--- src/rtl/frogger_pkg.sv ---
// Shared frogger constants: active area, frog geometry, spawn point,
// controller state encoding and one-hot hop directions.
package frogger_pkg;

   localparam int H_ACTIVE    = 640;
   localparam int V_ACTIVE    = 480;
   localparam int FROG_SIZE   = 32;
   localparam int DEF_START_X = 320;
   localparam int DEF_START_Y = 448;

   typedef enum logic [1:0] {
      ST_IDLE     = 2'd0,
      ST_COOLDOWN = 2'd1,
      ST_DEAD     = 2'd2
   } frog_state_t;

   typedef logic [3:0] dir_t;

   localparam dir_t DIR_NONE  = 4'b0000;
   localparam dir_t DIR_UP    = 4'b0001;
   localparam dir_t DIR_DOWN  = 4'b0010;
   localparam dir_t DIR_LEFT  = 4'b0100;
   localparam dir_t DIR_RIGHT = 4'b1000;

   // Same-cycle presses resolve up > down > left > right.
   function automatic dir_t dir_prio(input logic up, input logic down,
                                     input logic left, input logic right);
      if (up)         return DIR_UP;
      else if (down)  return DIR_DOWN;
      else if (left)  return DIR_LEFT;
      else if (right) return DIR_RIGHT;
      else            return DIR_NONE;
   endfunction

endpackage

--- src/rtl/frog_controller_if.sv ---
// Player/game-logic side of the frog controller: raw buttons, frame tick,
// collision level in; frog position and event pulses out.
interface frog_controller_if;

   logic       btn_up;
   logic       btn_down;
   logic       btn_left;
   logic       btn_right;
   logic       frame_tick;
   logic       collision;
   logic [9:0] frog_x;
   logic [9:0] frog_y;
   logic       hop_pulse;
   logic       row_advance;
   logic       dead;

   modport master (
      output btn_up, btn_down, btn_left, btn_right, frame_tick, collision,
      input  frog_x, frog_y, hop_pulse, row_advance, dead
   );

   modport slave (
      input  btn_up, btn_down, btn_left, btn_right, frame_tick, collision,
      output frog_x, frog_y, hop_pulse, row_advance, dead
   );

endinterface

--- src/rtl/frog_controller_button_edge.sv ---
// Two-flop synchronizer for one raw button followed by a rising-edge pulse.
module button_edge (
   input  logic clk,
   input  logic rst,
   input  logic btn_in,
   output logic btn_rise
);

   logic sync_p0;
   logic sync_p1;
   logic sync_p2;

   always_ff @(posedge clk) begin
      if (rst) begin
         sync_p0 <= 1'b0;
         sync_p1 <= 1'b0;
         sync_p2 <= 1'b0;
      end else begin
         sync_p0 <= btn_in;
         sync_p1 <= sync_p0;
         sync_p2 <= sync_p1;
      end
   end

   // sync_p2 only remembers the previous synchronized level for edge detection.
   assign btn_rise = sync_p1 & ~sync_p2;

endmodule

--- src/rtl/frog_controller.sv ---
// Frog position owner: buttons become pending hops, applied once per frame
// tick with clamping, hop cooldown and a timed death/respawn sequence.
module frog_controller
   import frogger_pkg::*;
#(
   parameter int STEP         = FROG_SIZE,
   parameter int MAX_X        = H_ACTIVE - FROG_SIZE,
   parameter int MAX_Y        = V_ACTIVE - FROG_SIZE,
   parameter int START_X      = DEF_START_X,
   parameter int START_Y      = DEF_START_Y,
   parameter int HOP_COOLDOWN = 8,
   parameter int DEATH_FRAMES = 60
) (
   input  logic              clk,
   input  logic              rst,
   frog_controller_if.slave  bus
);

   localparam int               CNT_W      = 8;
   localparam logic [CNT_W-1:0] COOL_LOAD  = CNT_W'(HOP_COOLDOWN - 1);
   localparam logic [CNT_W-1:0] DEATH_LOAD = CNT_W'(DEATH_FRAMES - 1);

   logic             rise_up;
   logic             rise_down;
   logic             rise_left;
   logic             rise_right;
   logic             any_rise;
   dir_t             new_dir;
   dir_t             pend_dir;
   frog_state_t      state;
   logic [CNT_W-1:0] cnt;
   logic [9:0]       pos_x;
   logic [9:0]       pos_y;
   logic [9:0]       nxt_x;
   logic [9:0]       nxt_y;
   logic             hop_q;
   logic             row_q;
   logic             dead_q;

   button_edge u_edge_up    (.clk(clk), .rst(rst), .btn_in(bus.btn_up),    .btn_rise(rise_up));
   button_edge u_edge_down  (.clk(clk), .rst(rst), .btn_in(bus.btn_down),  .btn_rise(rise_down));
   button_edge u_edge_left  (.clk(clk), .rst(rst), .btn_in(bus.btn_left),  .btn_rise(rise_left));
   button_edge u_edge_right (.clk(clk), .rst(rst), .btn_in(bus.btn_right), .btn_rise(rise_right));

   assign any_rise = rise_up | rise_down | rise_left | rise_right;
   assign new_dir  = dir_prio(rise_up, rise_down, rise_left, rise_right);

   // Legality is judged on the current position; widened so the sum cannot wrap.
   function automatic logic move_legal(input dir_t d, input logic [9:0] x,
                                       input logic [9:0] y);
      logic [10:0] xe;
      logic [10:0] ye;
      xe = {1'b0, x};
      ye = {1'b0, y};
      case (d)
         DIR_UP:    return ye >= 11'(STEP);
         DIR_DOWN:  return (ye + 11'(STEP)) <= 11'(MAX_Y);
         DIR_LEFT:  return xe >= 11'(STEP);
         DIR_RIGHT: return (xe + 11'(STEP)) <= 11'(MAX_X);
         default:   return 1'b0;
      endcase
   endfunction

   always_comb begin
      nxt_x = pos_x;
      nxt_y = pos_y;
      case (pend_dir)
         DIR_UP:    nxt_y = pos_y - 10'(STEP);
         DIR_DOWN:  nxt_y = pos_y + 10'(STEP);
         DIR_LEFT:  nxt_x = pos_x - 10'(STEP);
         DIR_RIGHT: nxt_x = pos_x + 10'(STEP);
         default: ;
      endcase
   end

   always_ff @(posedge clk) begin
      if (rst) begin
         state    <= ST_IDLE;
         cnt      <= '0;
         pend_dir <= DIR_NONE;
         pos_x    <= 10'(START_X);
         pos_y    <= 10'(START_Y);
         hop_q    <= 1'b0;
         row_q    <= 1'b0;
         dead_q   <= 1'b0;
      end else begin
         hop_q <= 1'b0;
         row_q <= 1'b0;

         // An edge coincident with the tick survives into the next frame.
         if (any_rise && state != ST_DEAD)
            pend_dir <= new_dir;
         else if (bus.frame_tick)
            pend_dir <= DIR_NONE;

         if (bus.frame_tick) begin
            unique case (state)
               ST_IDLE: begin
                  if (bus.collision) begin
                     state  <= ST_DEAD;
                     cnt    <= DEATH_LOAD;
                     dead_q <= 1'b1;
                  end else if (pend_dir != DIR_NONE && move_legal(pend_dir, pos_x, pos_y)) begin
                     pos_x <= nxt_x;
                     pos_y <= nxt_y;
                     hop_q <= 1'b1;
                     row_q <= (pend_dir == DIR_UP);
                     state <= ST_COOLDOWN;
                     cnt   <= COOL_LOAD;
                  end
               end
               ST_COOLDOWN: begin
                  if (bus.collision) begin
                     state  <= ST_DEAD;
                     cnt    <= DEATH_LOAD;
                     dead_q <= 1'b1;
                  end else if (cnt == '0) begin
                     state <= ST_IDLE;
                  end else begin
                     cnt <= cnt - 1'b1;
                  end
               end
               ST_DEAD: begin
                  if (cnt == '0) begin
                     state  <= ST_IDLE;
                     pos_x  <= 10'(START_X);
                     pos_y  <= 10'(START_Y);
                     dead_q <= 1'b0;
                  end else begin
                     cnt <= cnt - 1'b1;
                  end
               end
               default: state <= ST_IDLE;
            endcase
         end
      end
   end

   assign bus.frog_x      = pos_x;
   assign bus.frog_y      = pos_y;
   assign bus.hop_pulse   = hop_q;
   assign bus.row_advance = row_q;
   assign bus.dead        = dead_q;

endmodule

--- src/flat_wrapper.sv ---
// flat-port wrapper written by rule: the top's interface ports become plain ports
module frog_controller_flat import frogger_pkg::*;
#(
   parameter int STEP         = FROG_SIZE,
   parameter int MAX_X        = H_ACTIVE - FROG_SIZE,
   parameter int MAX_Y        = V_ACTIVE - FROG_SIZE,
   parameter int START_X      = DEF_START_X,
   parameter int START_Y      = DEF_START_Y,
   parameter int HOP_COOLDOWN = 8,
   parameter int DEATH_FRAMES = 60
)
  (clk, rst, bus_btn_up, bus_btn_down, bus_btn_left, bus_btn_right, bus_frame_tick, bus_collision, bus_frog_x, bus_frog_y, bus_hop_pulse, bus_row_advance, bus_dead);
  frog_controller_if bus_i ();
  input  logic clk;
  input  logic rst;
  input wire logic [$bits(bus_i.btn_up)-1:0] bus_btn_up;
  input wire logic [$bits(bus_i.btn_down)-1:0] bus_btn_down;
  input wire logic [$bits(bus_i.btn_left)-1:0] bus_btn_left;
  input wire logic [$bits(bus_i.btn_right)-1:0] bus_btn_right;
  input wire logic [$bits(bus_i.frame_tick)-1:0] bus_frame_tick;
  input wire logic [$bits(bus_i.collision)-1:0] bus_collision;
  output wire logic [$bits(bus_i.frog_x)-1:0] bus_frog_x;
  output wire logic [$bits(bus_i.frog_y)-1:0] bus_frog_y;
  output wire logic [$bits(bus_i.hop_pulse)-1:0] bus_hop_pulse;
  output wire logic [$bits(bus_i.row_advance)-1:0] bus_row_advance;
  output wire logic [$bits(bus_i.dead)-1:0] bus_dead;
  assign bus_i.btn_up = bus_btn_up;
  assign bus_i.btn_down = bus_btn_down;
  assign bus_i.btn_left = bus_btn_left;
  assign bus_i.btn_right = bus_btn_right;
  assign bus_i.frame_tick = bus_frame_tick;
  assign bus_i.collision = bus_collision;
  assign bus_frog_x = bus_i.frog_x;
  assign bus_frog_y = bus_i.frog_y;
  assign bus_hop_pulse = bus_i.hop_pulse;
  assign bus_row_advance = bus_i.row_advance;
  assign bus_dead = bus_i.dead;
  frog_controller #(.STEP(STEP), .MAX_X(MAX_X), .MAX_Y(MAX_Y), .START_X(START_X), .START_Y(START_Y), .HOP_COOLDOWN(HOP_COOLDOWN), .DEATH_FRAMES(DEATH_FRAMES)) u_core (.clk(clk), .rst(rst), .bus(bus_i));
endmodule
--- config.mk ---
export PLATFORM = sky130hd
export DESIGN_NAME = frog_controller_flat
export DESIGN_NICKNAME = d
export VERILOG_FILES = /design/src/rtl/frogger_pkg.sv /design/src/rtl/frog_controller_if.sv /design/src/rtl/frog_controller_button_edge.sv /design/src/rtl/frog_controller.sv /design/src/flat_wrapper.sv
export SDC_FILE = /design/constraint.sdc
export NUM_CORES = 1
export LEC_CHECK = 0
export CORE_MARGIN = 2
export CORE_UTILIZATION = 30
export DETAILED_ROUTE_END_ITERATION = 10
export SKIP_LAST_GASP = 1
export SLEW_MARGIN = 20
export SYNTH_ARGS = -nofsm -noshare
export SYNTH_HDL_FRONTEND = slang
export SYNTH_SLANG_ARGS = --single-unit
--- constraint.sdc ---
create_clock -name clk -period 2.96 [get_ports clk]
set_input_delay 0.444 -clock clk [delete_from_list [all_inputs] [get_ports clk]]
set_output_delay 0.444 -clock clk [all_outputs]
set_load 0.02 [all_outputs]
Yosys cells after proc, flatten, opt, wreduce, memory -nomap -nowiden. Index checks and enable logic that the tools add are counted.

Output and inout bits: 23. Bits in registers: 49. Input bits: 8. Word-level logic and storage cells: 111.

Add/sub/neg operators: 7. Equality and inequality tests: 14. $lt $le $gt $ge: 4. Reductions and logical operators: 17. Muxes and demuxes: 35. Bitwise gates (word level): 14.

Operators by type and width (count): $pmux 10 s2 (4); $mux 10 (6); $mux 8 (4); $mux 4 (6); $pmux 8 s3 (1); $add 10x6->11 const B (2); $add 10x6->10 const B (2); $ge 10x6->1 const B (2); $sub 10x6->10 const B (2); $reduce_and 6->1 (2); $le 11x10->1 const B (1); $le 11x9->1 const B (1); $logic_not 8->1 (1); $mux 2 (4); $sub 8x1->8 const B (1); $mux 1 (7); $not 1->1 (7); $ne 2x1->1 const B (3); $ne 3x2->1 const B (2); $pmux 2 s3 (1); $reduce_bool 2->1 (3); $reduce_or 5->1 (1); $and 1x1->1 (4); $eq 4x1->1 const B (1); 19 further kinds (23).

Depth between registers and ports, before layout. Gate-level depths: netlist of the first run.

Depth after elaboration: 11. Depth in mapped cells: 9. Gate-level depth less buffers: 8.

Modules after synthesis. A second synthesis of the first run with hierarchy kept.

Cell total of the unflattened synthesis: 283. Area total of the unflattened synthesis: 2468.6 um2.

By module, submodules not included: frog_controller (area each 2118.3 um2, sequential area each 540.5 um2, instances 1, cells each 255); button_edge (area each 87.6 um2, sequential area each 60.1 um2, instances 4, cells each 7).

Worst setup path after synthesis of the first run. OpenSTA, ideal clock, no wires.

Kind: reg2reg. From: register u_core.pos_y[6] (netlist: u_core.bus.frog_y[6]). To: register u_core.cnt[5]. Setup time: 0.116 ns. Data required time: 2.844 ns. Period minus slack after synthesis: 2.468 ns. Path slack: 0.492 ns. Arrival: 2.352 ns. Cell stages (with the launch flop): 9. Path through: dfxtp_1 -> inv_1 -> ha_1 -> or4_1 -> a221o_1 -> o31ai_4 -> buf_6 -> nor3_1 -> a31o_2.

Word-level cells in the longest chain between the ends: 10. Elaborated cells between the ends (all ways): 11. Those cells by class: add/sub (1); order compare (2); eq/ne (1); mux (5); reduce/logical (2).

Ends and longest elaborated chain: start, declared (line frog_controller.sv:33) `logic [9:0] pos_y;`; start signal, assigned (line frog_controller.sv:82) `pos_y <= 10'(START_Y);`; start signal, assigned (line frog_controller.sv:105) `pos_y <= nxt_y;`; start signal, assigned (line frog_controller.sv:127) `pos_y <= 10'(START_Y);`; $add 10x6->11 (line frog_controller.sv:57) `DIR_DOWN: return (ye + 11'(STEP)) <= 11'(MAX_Y);`; $le 11x9->1 (line frog_controller.sv:57); $pmux 1 s4 (*) (line frog_controller.sv:55) `case (d)`; $mux 1 (*) (line frog_controller.sv:99) `if (bus.collision) begin`; $mux 1 (*) (line frog_controller.sv:97) `unique case (state)`; $mux 1 (*) (line frog_controller.sv:96) `if (bus.frame_tick) begin`; $mux 1 (*) (line frog_controller.sv:77) `if (rst) begin`; $logic_and 1x1->1 (*) (line frog_controller.sv:103) `end else if (pend_dir != DIR_NONE && move_legal(pend_dir, pos_x, pos_y)) begin`; $ne 3x2->1 (no line) (*); $reduce_and 3->1 (no line) (*); end signal, assigned (line frog_controller.sv:120) `cnt <= cnt - 1'b1;`; end signal, assigned (line frog_controller.sv:130) `cnt <= cnt - 1'b1;`; end, declared (line frog_controller.sv:31) `logic [CNT_W-1:0] cnt;`.

Mark *: on every way between the ends. The rest lies on a longest branch, timed or not. The select of a mux whose other input is x is not followed. A chain may end at the register's enable or synchronous reset.

Final worst setup path of the first run.
From: register u_core.pos_y[5] (netlist: u_core.bus.frog_y[5]). To: register u_core.cnt[5].

Same word-level chain as after synthesis.

==> results of run 1 <==
## cell type report
class                   count  area share (%)
clock buffers               5            2.42
clock inverters             3           0.837
inverters                  13            1.72
multi-input cells         230            53.7
flip-flops and latches     39            27.5
well taps                 105            4.63
repair buffers             28            9.17
## cell usage in the layout (no fill, tap or decap), drive strengths merged, types with 3 or more instances in the layout
| cell type | instances |
|---|---|
| a211oi | 3 |
| nor2b | 17 |
| nor4 | 3 |
| or3 | 3 |
| nor3 | 7 |
| and3 | 3 |
| or4b | 3 |
| nor2 | 23 |
| or2 | 3 |
| nand2 | 17 |
| buf | 8 |
| a21oi | 23 |
| or4 | 7 |
| clkdlybuf4s50 | 20 |
| conb | 10 |
| inv | 14 |
| nand3b | 3 |
| nand2b | 11 |
| o21ai | 17 |
| clkbuf | 5 |
| nand3 | 3 |
| xnor2 | 5 |
| dfxtp | 39 |
| o31ai | 3 |
| ha | 13 |
| a21o | 3 |
| mux2i | 6 |
| nor4b | 4 |
| a31oi | 4 |
## cells by family after synthesis
group | after synthesis | share of synthesized area (%)
AO/OA/AOI/OAI | 80 | 22.1
XOR/XNOR | 6 | 2.12
adder cells (fa/ha/maj) | 13 | 6.57
buffers and inverters | 37 | 8.19
flip-flops | 39 | 31.5
multiplexers | 6 | 2.43
other | 1 | 0.152
AND/OR/NAND/NOR | 115 | 26.8
## sequential cells by signal (all words and copies together), names as in the netlist
register                     flops
u_core.cnt                       8
u_core.bus.frog_x                5
u_core.bus.frog_y                5
u_core.pend_dir                  4
u_core.state                     2
u_core.bus.dead                  1
u_core.bus.hop_pulse             1
u_core.bus.row_advance           1
u_core.u_edge_down.sync_p0       1
u_core.u_edge_down.sync_p1       1
u_core.u_edge_down.sync_p2       1
u_core.u_edge_left.sync_p0       1
u_core.u_edge_left.sync_p1       1
u_core.u_edge_left.sync_p2       1
u_core.u_edge_right.sync_p0      1
u_core.u_edge_right.sync_p1      1
u_core.u_edge_right.sync_p2      1
u_core.u_edge_up.sync_p0         1
u_core.u_edge_up.sync_p1         1
u_core.u_edge_up.sync_p2         1
## through the flow
step	hold WS, ns	worst slack [ns]	utilization, %	instance area (sq um)	std cells
finish	0.437	0.281	35.1	2840	423
global route	0.456	0.156	35.1	2840	423
CTS	0.441	0.286	35.1	2840	423
detailed placement	0.423	0.297	33.9	2750	415
global placement	0.416	0.370	33.9	2750	415
floorplan	0.414	0.492	-	2510	306
## critical path, stage by stage, from the launching register on
cell and delay, ns:
dfxtp_1 0.40, or3_1 0.41, or4_1 0.44, a221o_1 0.42, o31ai_4 0.55, nor3_1 0.12, a31o_2 0.23
## power by group through the flow
stage	clock network, uW	registers [uW]	logic [uW]
global placement	0	588	258
finish	386	577	263
CTS	398	577	262
global route	418	583	294
floorplan	0	588	196
detailed placement	0	589	261
## worst paths after layout
kind	from	end	slack (ns)	cells after the start
max reg2reg	u_core.bus.frog_y[5]	u_core.cnt[5]	0.28	6
max	u_core.bus.frog_y[5]	u_core.cnt[5]	0.28	6
min	u_core.u_edge_right.sync_p0	u_core.u_edge_right.sync_p1	0.44	1
min reg2reg	u_core.u_edge_right.sync_p0	u_core.u_edge_right.sync_p1	0.44	1
## per-layer routing
layer / vias up / GRT usage, %
li1: 1093 / -
met4: 0 / 4.59
met5: - / 0
met2: 63 / 20.3
met3: 6 / 3.11
met1: 1025 / 17.3
==> flow_summary_export.csv, run 1 <==
group,metric,value,unit
drt,drt_first_pass_iters,4,
drt,wl,5.55,mm
logic_synthesis,yosys-top-cells-area,"dfxtp_1 (32%), ha_1 (6.6%), a21oi_1 (4.4%)",
clock_network,postCtsSetupRepairBufs,0,
drt,wl_met1,2.69,mm
job,drv_cap,0,
clock_network,cts_buffers,5,
sta,report.final.slew_viol_count,0,
power_and_ir_drop,switching_share,32.6,%
finish,layout-drive-gt1-share,9.12,%
global_route,overflow,0,
power_and_ir_drop,power_leakage,0.00106,uW
clock_network,htree_levels,2,
logic_synthesis,async_reset_ff_share,0,%
global_route,grt_pass1_wl,9.27,mm
clock_network,ctsHoldBuffers,0,
power_and_ir_drop,comb_power_share,21.4,%
sta,tightestPinTransition,0.667,ns
finish,area_delta_synth_final,14.7,%
worst_setup_path,start_kind,"flip-flop",
clock_network,path_clk_slew,0.09,ns
finish,multi_input_area,1530,sq um
floorplan,rows,33,
finish,regArea,781,sq um
worst_setup_path,path_max_fanout,14,
logic_synthesis,synth_ff_type,"dfxtp_1",
logic_synthesis,synth_edf_count,0,
place,io_buffers,20,
clock_network,clock-sinks,39,
clock_network,cts_tree,"done",
floorplan,die_w,94.8,microns
logic_synthesis,yosys-top-cells-count,"dfxtp_1 (39), a21oi_1 (22), nor2_1 (22)",
drt,wl_met2,2.49,mm
finish,fill_cells,850,
power_and_ir_drop,pwr-share-clk,31.5,%
sta,fmax,0.373,GHz
clock_network,root_buffer,"clkbuf_8",
drt,routed.top_layer,"met4",
global_route,grt_pass1_vias,2027,
drt,wl_met3,276,microns
logic_synthesis,yosys.area.top_type,"dfxtp_1",
logic_synthesis,yosysMostFrequentCell,"dfxtp_1",
logic_synthesis,synth_top_area_share,31.5,%
logic_synthesis,yosysWarnings,0,
drt,drt_iter0_drc,180,
power_and_ir_drop,cell_internal_pwr,826,uW
place,dpl.hpwl,3.98,mm
worst_setup_path,worstPathArrival,2.87,ns
floorplan,coreArea,8090,sq um
logic_synthesis,syn_area_per_cell,8.33,sq um
finish,antenna_cells,0,
global_route,grt_usage,12.9,%
worst_setup_path,required,3.15,ns
logic_synthesis,yosysSeqAreaShare,31.5,%
finish,nNetsFinal,338,
drt,vias,2187,
logic_synthesis,syn_inst,297,
sta,rsz0062_at_grt,"false",
worst_setup_path,endpoint_kind,"flip-flop",
power_and_ir_drop,p_seq_share,47.1,%
power_and_ir_drop,irDropWorstVdd,0.196,mV
worst_setup_path,critPathKind,"reg2reg",
clock_network,clk_path_buf_depth,2,
logic_synthesis,ys_seq_elements,39,
sta,setup_viol,0,
floorplan,dieArea,8990,sq um
global_route,antenna_found_initial,0,
sta,fin_skew,0.00867,ns
outcome,status,"finished clean",
sta,post-route-min-period,2.68,ns
sta,setup_tns,0,ns
sta,finalHoldViolCount,0,
power_and_ir_drop,p_switching,399,uW
floorplan,fp.dieH,94.8,microns
drt,avgViaCountPerCell,5.17,
floorplan,initial_utilization,30.6,%
logic_synthesis,netlist_area,2470,sq um
power_and_ir_drop,p_per_area,432,nW/um^2
drt,drc,0,
hold_path,hold_class,"reg2reg",
drt,wire_per_inst,13.1,microns
drt,ant_nets,0,
clock_network,ctsResizeCount,0,
sta,relSlewSlack,54.9,%
global_route,grt_max_degree,35,
floorplan,ios,31,
place,gp_congestion,0.818,
sta,post-route-period-util,90.5,%
clock_network,clkLatencyLatePin,0.29,ns
logic_synthesis,synth.distinct_cells,63,
power_and_ir_drop,power,1230,uW
Power figures use the tool's default switching activity.
==> inputs of run 2 (changes only) <==
Settings changed: SLEW_MARGIN 20 to default.
==> results of run 2 <==
The final DEF is identical to that of run 1; final timing and power are the same.
==> inputs of run 3 (changes only) <==
Settings changed: HOLD_SLACK_MARGIN from default to 0.05, SKIP_CTS_REPAIR_TIMING from default to 1.
==> results of run 3 <==
The final DEF is identical to that of run 1; final timing and power are the same.
